`config.mk`:
```
export PLATFORM = sky130hd
export DESIGN_NAME = arb2to1_rr
export DESIGN_NICKNAME = d
export VERILOG_FILES = /design/src/rtl/arb2to1_rr_pkg.sv /design/src/rtl/sat_counter.sv /design/src/rtl/arb2to1_rr.sv
export SDC_FILE = /design/constraint.sdc
export NUM_CORES = 1
export LEC_CHECK = 0
export CAP_MARGIN = 20
export CELL_PAD_IN_SITES_DETAIL_PLACEMENT = 1
export CELL_PAD_IN_SITES_GLOBAL_PLACEMENT = 1
export CORE_ASPECT_RATIO = 0.6
export CORE_UTILIZATION = 37
export CTS_CLUSTER_DIAMETER = 30
export DETAILED_ROUTE_END_ITERATION = 6
export GPL_TIMING_DRIVEN = 0
export PLACE_DENSITY = 0.86
export SETUP_SLACK_MARGIN = 0.3
export SYNTH_ARGS = -nofsm -noshare
export SYNTH_HDL_FRONTEND = slang
export SYNTH_SLANG_ARGS = --single-unit
```
`constraint.sdc`:
```
create_clock -name clk -period 3.6 [get_ports clk]
set_input_delay 0.54 -clock clk [delete_from_list [all_inputs] [get_ports clk]]
set_output_delay 0.54 -clock clk [all_outputs]
set_load 0.03 [all_outputs]
```
`src/rtl/arb2to1_rr_pkg.sv`:
```
// arb2to1_rr_pkg: source-select constants shared by the arbiter and the downstream mux
package arb2to1_rr_pkg;
    localparam logic SRC_A = 1'b0;
    localparam logic SRC_B = 1'b1;
endpackage

```
`src/rtl/sat_counter.sv`:
```
// sat_counter: counter that increments on inc and sticks at all-ones
module sat_counter #(
    parameter int CNT_W = 16
) (
    input  logic             clk,
    input  logic             rst_n,
    input  logic             inc,
    output logic [CNT_W-1:0] cnt
);
    logic [CNT_W-1:0] cnt_q;
    always_ff @(posedge clk or negedge rst_n) begin
        if (!rst_n)
            cnt_q <= '0;
        else if (inc && cnt_q != '1)
            cnt_q <= cnt_q + CNT_W'(1);
    end
    assign cnt = cnt_q;
endmodule

```
`src/rtl/arb2to1_rr.sv`:
```
// arb2to1_rr: two-input round-robin arbiter feeding a registered output slice
module arb2to1_rr
    import arb2to1_rr_pkg::*;
#(
    parameter int WIDTH = 8,
    parameter int CNT_W = 16
) (
    input  logic             clk,
    input  logic             rst_n,
    input  logic [WIDTH-1:0] a_data,
    input  logic             a_valid,
    output logic             a_ready,
    input  logic [WIDTH-1:0] b_data,
    input  logic             b_valid,
    output logic             b_ready,
    output logic [WIDTH-1:0] y_data,
    output logic             y_valid,
    input  logic             y_ready,
    output logic             sel,
    output logic [CNT_W-1:0] cnt_a,
    output logic [CNT_W-1:0] cnt_b
);
    logic [WIDTH-1:0] y_data_q, y_data_d;
    logic             y_valid_q, y_valid_d;
    logic             sel_q, sel_d;
    logic             prio_q, prio_d;
    logic             load, grant_a, grant_b, accept, win;

    // rst_n gating keeps both readies low while the part is held in reset
    assign load    = ~y_valid_q | y_ready;
    assign grant_a = a_valid & (~b_valid | (prio_q == SRC_A));
    assign grant_b = b_valid & (~a_valid | (prio_q == SRC_B));
    assign a_ready = rst_n & load & grant_a;
    assign b_ready = rst_n & load & grant_b;
    assign accept  = (a_valid & a_ready) | (b_valid & b_ready);
    assign win     = b_ready ? SRC_B : SRC_A;

    always_comb begin
        y_valid_d = y_valid_q;
        y_data_d  = y_data_q;
        sel_d     = sel_q;
        prio_d    = prio_q;
        if (load) begin
            y_valid_d = accept;
            if (accept) begin
                y_data_d = (win == SRC_B) ? b_data : a_data;
                sel_d    = win;
                prio_d   = ~win;
            end
        end
    end

    always_ff @(posedge clk or negedge rst_n) begin
        if (!rst_n) begin
            y_valid_q <= 1'b0;
            y_data_q  <= '0;
            sel_q     <= SRC_A;
            prio_q    <= SRC_A;
        end else begin
            y_valid_q <= y_valid_d;
            y_data_q  <= y_data_d;
            sel_q     <= sel_d;
            prio_q    <= prio_d;
        end
    end

    assign y_valid = y_valid_q;
    assign y_data  = y_data_q;
    assign sel     = sel_q;

    sat_counter #(.CNT_W(CNT_W)) u_cnt_a (
        .clk   (clk),
        .rst_n (rst_n),
        .inc   (a_valid & a_ready),
        .cnt   (cnt_a)
    );

    sat_counter #(.CNT_W(CNT_W)) u_cnt_b (
        .clk   (clk),
        .rst_n (rst_n),
        .inc   (b_valid & b_ready),
        .cnt   (cnt_b)
    );
endmodule
```
**Word-level counts from Yosys, hierarchy flattened**

Index checks and enable logic that the tools add are counted.

- Register bits: 43
- Bits of input ports: 21
- Output and inout bits: 44
- Logic and storage cells: 31

- Add/sub/neg operators: 2
- Equality and inequality tests: 2
- Mux-type cells: 2
- Bitwise gates (word level): 16
- Reduce and logical (&&, ||, !) cells: 3

Operators with widths:

| operator | number |
|---|---|
| $add A16 B1 Y16 const B | 2 |
| $ne A16 B16 Y1 const B | 2 |
| $mux W8 | 1 |
| $and A1 B1 Y1 | 7 |
| $not A1 Y1 | 5 |
| $or A1 B1 Y1 | 4 |
| $logic_and A1 B1 Y1 | 2 |
| $reduce_and A2 Y1 | 1 |
| $mux W1 | 1 |

**Logic depth before layout (Yosys ltp)**

- Depth in word-level cells: 7
- Gate-level depth with buffers: 7
- Depth with buffers taken out: 6

**Modules after synthesis**

From an unflattened synthesis, not the netlist that was laid out.

- Cell total of the unflattened synthesis: 221
- Area total of the unflattened synthesis: 2,408.6 um^2

By module, submodules not included:

| module | times used | cells an instance | area an instance (um^2) | seq. area each (um^2) |
|---|---|---|---|---|
| sat_counter | 2 | 72 | 859.6 | 400.4 |
| arb2to1_rr | 1 | 77 | 689.4 | 275.3 |

**Worst setup path after synthesis**

No wires, ideal clock.

- Path kind: register to register
- Start point: register u_cnt_b.cnt_q[0] (netlist: u_cnt_b.cnt[0])
- End point: register u_cnt_b.cnt_q[10] (netlist: u_cnt_b.cnt[10])
- Setup time: 0.125 ns
- Data arrival time: 1.902 ns
- Data required time: 3.475 ns
- Slack: 1.573 ns
- Stages on the path, launching flop included: 7
- Path buffers: 0
- Period minus slack after synthesis: 2.027 ns
- Cell sequence: dfrtp_1 -> ha_1 -> nand4_1 -> or2_2 -> nor2_4 -> and4_1 -> mux2_2

- Longest elaborated chain between the ends: 2
- Elaborated cells on any way between the ends: 3
- Those cells by class: add/sub (1); eq/ne (1); reduce/logical (1)

Ends and longest elaborated chain:

| item | RTL line | text |
|---|---|---|
| from (decl) | sat_counter.sv:10 | `logic [CNT_W-1:0] cnt_q;` |
| from (signal assigned) | sat_counter.sv:15 | `cnt_q <= cnt_q + CNT_W'(1);` |
| branches (longest 2 deep; another with $add A16 B1 Y16) | - |  |

Several ways; the timed one is not identified.
A chain may end at the register's enable or synchronous reset.

**Final worst setup path**

- Start point: input port b_valid
- End point: output port a_ready

- Longest elaborated chain between the ends: 4

Ends and longest elaborated chain:

| item | RTL line | text |
|---|---|---|
| from (decl) | arb2to1_rr.sv:14 | `input logic b_valid,` |
| $not A1 Y1 | arb2to1_rr.sv:31 | `assign grant_a = a_valid & (~b_valid \| (prio_q == SRC_A));` |
| $or A1 B1 Y1 | arb2to1_rr.sv:31 |  |
| $and A1 B1 Y1 | arb2to1_rr.sv:31 |  |
| $and A1 B1 Y1 | arb2to1_rr.sv:33 | `assign a_ready = rst_n & load & grant_a;` |
| to (decl) | arb2to1_rr.sv:12 | `output logic a_ready,` |

Every way passes these cells.

==> impl_summary.md <==
Status
The run finished with clean final reports.

Cells and area
Cells with a size suffix above 1 make up under 10% of the layout. The repair_antennas step left the layout with diodes totalling 0. The final cell utilization of the core is 55.10%. The leading cell type in the layout, fill and taps excluded is sky130_fd_sc_hd__clkdlybuf4s50_1. The post-route cell area is between 2000 and 3000 µm². The number of nets in the final layout is 298.

The number of fill cells is slightly below 600. The library cells used most frequently in the layout, excluding fill and tap cells, are sky130_fd_sc_hd__clkdlybuf4s50_1, sky130_fd_sc_hd__dfrtp_1, sky130_fd_sc_hd__nand2_1. The growth of design area from synthesis to finish is 39.15%.

Timing
The worst-case setup margin in the final layout is about 0.7 ns. Setup repair after global routing left no endpoint under its margin. Setup violations remaining at the end of the flow were counted as 0. The largest clock skew in the final design is 0.007514 ns. The final hold violation count is 0. At the pin with the least slew margin, the transition time is around 0.55 ns. The share of the cycle needed by the critical path after routing is about four fifths.

The highest clock rate is between 300 and 400 MHz. In this run the tightest slew margin relative to its limit is between 60% and 70%. The routed design could run at a clock period as short as about 2.9 ns. The number of max-slew violations in the final report is 0.

Worst setup path
STA classifies the critical path startpoint as a primary input. The number of stages on the worst setup path is 5. The stage delay of the slowest cell on the critical path is 0.70 ns. The worst setup path is captured at an output port. On the critical path the largest part of the delay comes from buffers and inverters. For the worst setup path, the data arrival time is 2.36 ns. Walking the worst path, the cells encountered are clkdlybuf4s50_1, nand2_2, nand4_4, clkinv_1, clkdlybuf4s50_1.

The depth of the worst register-to-register path is 6. The master of the slowest instance on the critical path is sky130_fd_sc_hd__clkdlybuf4s50_1. The required time of the worst setup path is a little over 3 ns. Together, buffers and inverters on the worst path number 3. The library cell appearing most often on the critical path is sky130_fd_sc_hd__clkdlybuf4s50_1. The worst setup path is of the primary input to output port kind. The worst-path maximum fanout is 10.

Placed design
OpenSTA, run right after detailed placement, puts the worst setup slack at 0.7269 ns. The final weighted congestion in routability-driven placement is approximately 0.74. After legalization and detailed placement, the total HPWL measured between 4000 and 5000 µm. The count of buffers inserted at the top-level ports is 64. The placed cell area is about 2800 µm².

Logic synthesis
Synthesis produced 203 cells. The count of flip-flops with a built-in enable after synthesis is 0. Counting distinct cell types in the post-synthesis netlist gives 37. The post-synth net total is 226. After synthesis, the mean cell area works out to 10.20 µm².

The count of state elements after synthesis is 43. The predominant post-synthesis flop cell is sky130_fd_sc_hd__dfrtp_1. The sequential element share of the synthesized area is between 50 and 60%.

Yosys attributes the largest share of cell area to sky130_fd_sc_hd__dfrtp_1, sky130_fd_sc_hd__nand2_1, sky130_fd_sc_hd__xor2_1. The Yosys step of the flow raised 0 warnings. The share of flip-flops with an asynchronous set or reset after synthesis is 100.0%.

Of the post-synthesis cell area, the dominant cell type holds between 50% and 60%. The cell type with the highest aggregate area in the netlist is sky130_fd_sc_hd__dfrtp_1. The cell area that synthesis handed to floorplanning was ~2100 µm².

Clock tree
The number of hold buffers added after CTS is 0. TritonCTS built the clock tree. The clock net sink count is 43. The post-cts repair resize count is 0. Clock-pin slew was measured on the worst setup and hold paths at ~0.080 ns.

Clock tree synthesis inserted a total of 5 buffers. The buffer depth of the longest clock path is 2. The clock insertion delay at the later pin of the skew report is 0.30 ns. The deepest level of the CTS H-tree is 2.

In this run the clock root is driven by a sky130_fd_sc_hd__clkbuf_8. The count of buffers added by post-CTS timing repair for setup is 0.

Power and ir drop
The static power due to leakage is around 1.2 nW. In this run the power density over the cells is slightly below 600 nW/µm². The maximum resistive drop on vdd is 418.6 µV.

Detailed routing
The routed layout has approximately 1800 vias. Using the TritonRoute via totals, the vias-per-cell ratio works out to approximately 5.3. The number of design-rule violations left by the first detailed-router iteration is 47. Before antenna repair, the detailed router went through 6 iterations. The total wire length is 5735 µm. The number of remaining DRC errors is 0. In the final routed layout, each cell accounts on average for 16.87 µm.

In this run the remaining antenna-violating nets after routing total 0.

Die
The core footprint is ~5200 µm². The initial cell density of the core is 39.59%. The die covers approximately 6000 µm². The horizontal die dimension is 98.58 µm. From bottom edge to top edge, the die measures about 60 µm. The initialized floorplan defines 20 standard-cell rows.

In this run the count of I/O pins placed on the die edge is 65.

Global routing
The first-pass GRT wire length is around 9700 µm. The pin count of the biggest net entering global routing is 37. The initial antenna violation count is 0. The via count of the first global-routing pass is a little under 2000. In the global route stage, overall resource usage came out at a little over a fifth. For this run the aggregate overflow at the end of global routing stands at 0.

Run
The tool flagged a number of max-cap violations equal to 0.

Hold path
The class of the most critical hold timing path is primary input to asynchronous set/reset pin.
==> routing by layer <==
metal  track usage [%]  part of all wire, %  up-vias
li1                  -                    -      848
met1             27.33                   46      900
met2             38.23                   47       60
met3             5.965                  5.8        5
met4             6.610                 0.68        0
met5                 0                    0        -
==> stage by stage <==
step | TNS [ns] | std cells | hold WS [ns] | total power [W]
floorplan | 0 | 203 | 0.2444 | 0.001065
global placement | -12.97 | 333 | 0.4789 | 0.001358
detailed placement | 0 | 334 | 0.4257 | 0.001386
CTS | 0 | 340 | 0.1006 | 0.001682
global route | 0 | 340 | 0.09922 | 0.001760
finish | 0 | 340 | 0.09756 | 0.001667
==> final cells by class <==
class / instances / area (µm²) / area share, %
inverters: 8 / 30.03 / 1.042
clock buffers: 6 / 72.57 / 2.518
multi-input cells: 147 / 934.6 / 32.44
flip-flops and latches: 43 / 1076 / 37.34
repair buffers: 65 / 655.6 / 22.75
plain buffers: 5 / 30.03 / 1.042
well taps: 66 / 82.58 / 2.866
==> final timing paths <==
check / endpoint / slack [ns] / from
hold reg to reg: sel / 0.51 / sel
setup reg to reg: u_cnt_b.cnt[10] / 1.57 / u_cnt_b.cnt[0]
hold / removal: u_cnt_b.cnt[2] / 0.1 / rst_n
setup / recovery: a_ready / 0.70 / b_valid
min in group clk: sel / 0.51 / sel
max in group asynchronous: u_cnt_a.cnt[10] / 3.02 / rst_n
==> cell usage after synthesis, types with 2 or more instances <==
cell type                 number
sky130_fd_sc_hd__and4_1        2
sky130_fd_sc_hd__and3_1        2
sky130_fd_sc_hd__nor3_1        5
sky130_fd_sc_hd__buf_2         3
sky130_fd_sc_hd__nand3_1       9
sky130_fd_sc_hd__a21oi_1       4
sky130_fd_sc_hd__inv_1         7
sky130_fd_sc_hd__ha_1          2
sky130_fd_sc_hd__dfrtp_1      43
sky130_fd_sc_hd__xor2_1       12
sky130_fd_sc_hd__nand2_1      31
sky130_fd_sc_hd__nor4_1        4
sky130_fd_sc_hd__xnor2_1      10
sky130_fd_sc_hd__mux2_2        6
sky130_fd_sc_hd__a31oi_1      11
sky130_fd_sc_hd__nor2_1       23
sky130_fd_sc_hd__nand4_1       9
==> worst reg2reg max path, cell delays in order (launching register included) <==
cell	delay, ns
sky130_fd_sc_hd__dfrtp_1	0.42
sky130_fd_sc_hd__ha_1	0.21
sky130_fd_sc_hd__nand4_1	0.19
sky130_fd_sc_hd__or2_2	0.40
sky130_fd_sc_hd__nor2_4	0.14
sky130_fd_sc_hd__and4_1	0.22
sky130_fd_sc_hd__mux2_2	0.34
==> registers in the layout, summed over array words and instances, names as in the netlist <==
signal	count
u_cnt_a.cnt	16
u_cnt_b.cnt	16
y_data	8
prio_q	1
sel	1
y_valid	1
==> cells by family after synthesis <==
logic type	share of synthesized area, %
mux	3.263
fa+ha+maj	1.208
flops	51.96
buf+inv	2.900
compound gates	6.587
xor+xnor	9.305
simple gates	24.77
==> power breakdown <==
| group | total (W) | switching [W] | internal, W |
|---|---|---|---|
| clock network | 0.000289 | 0.000159 | 0.000130 |
| registers | 0.000719 | 0.000131 | 0.000588 |
| logic | 0.000659 | 0.000374 | 0.000285 |
| total | 0.00167 | 0.000665 | 0.00100 |
Power figures use the tool's default switching activity.
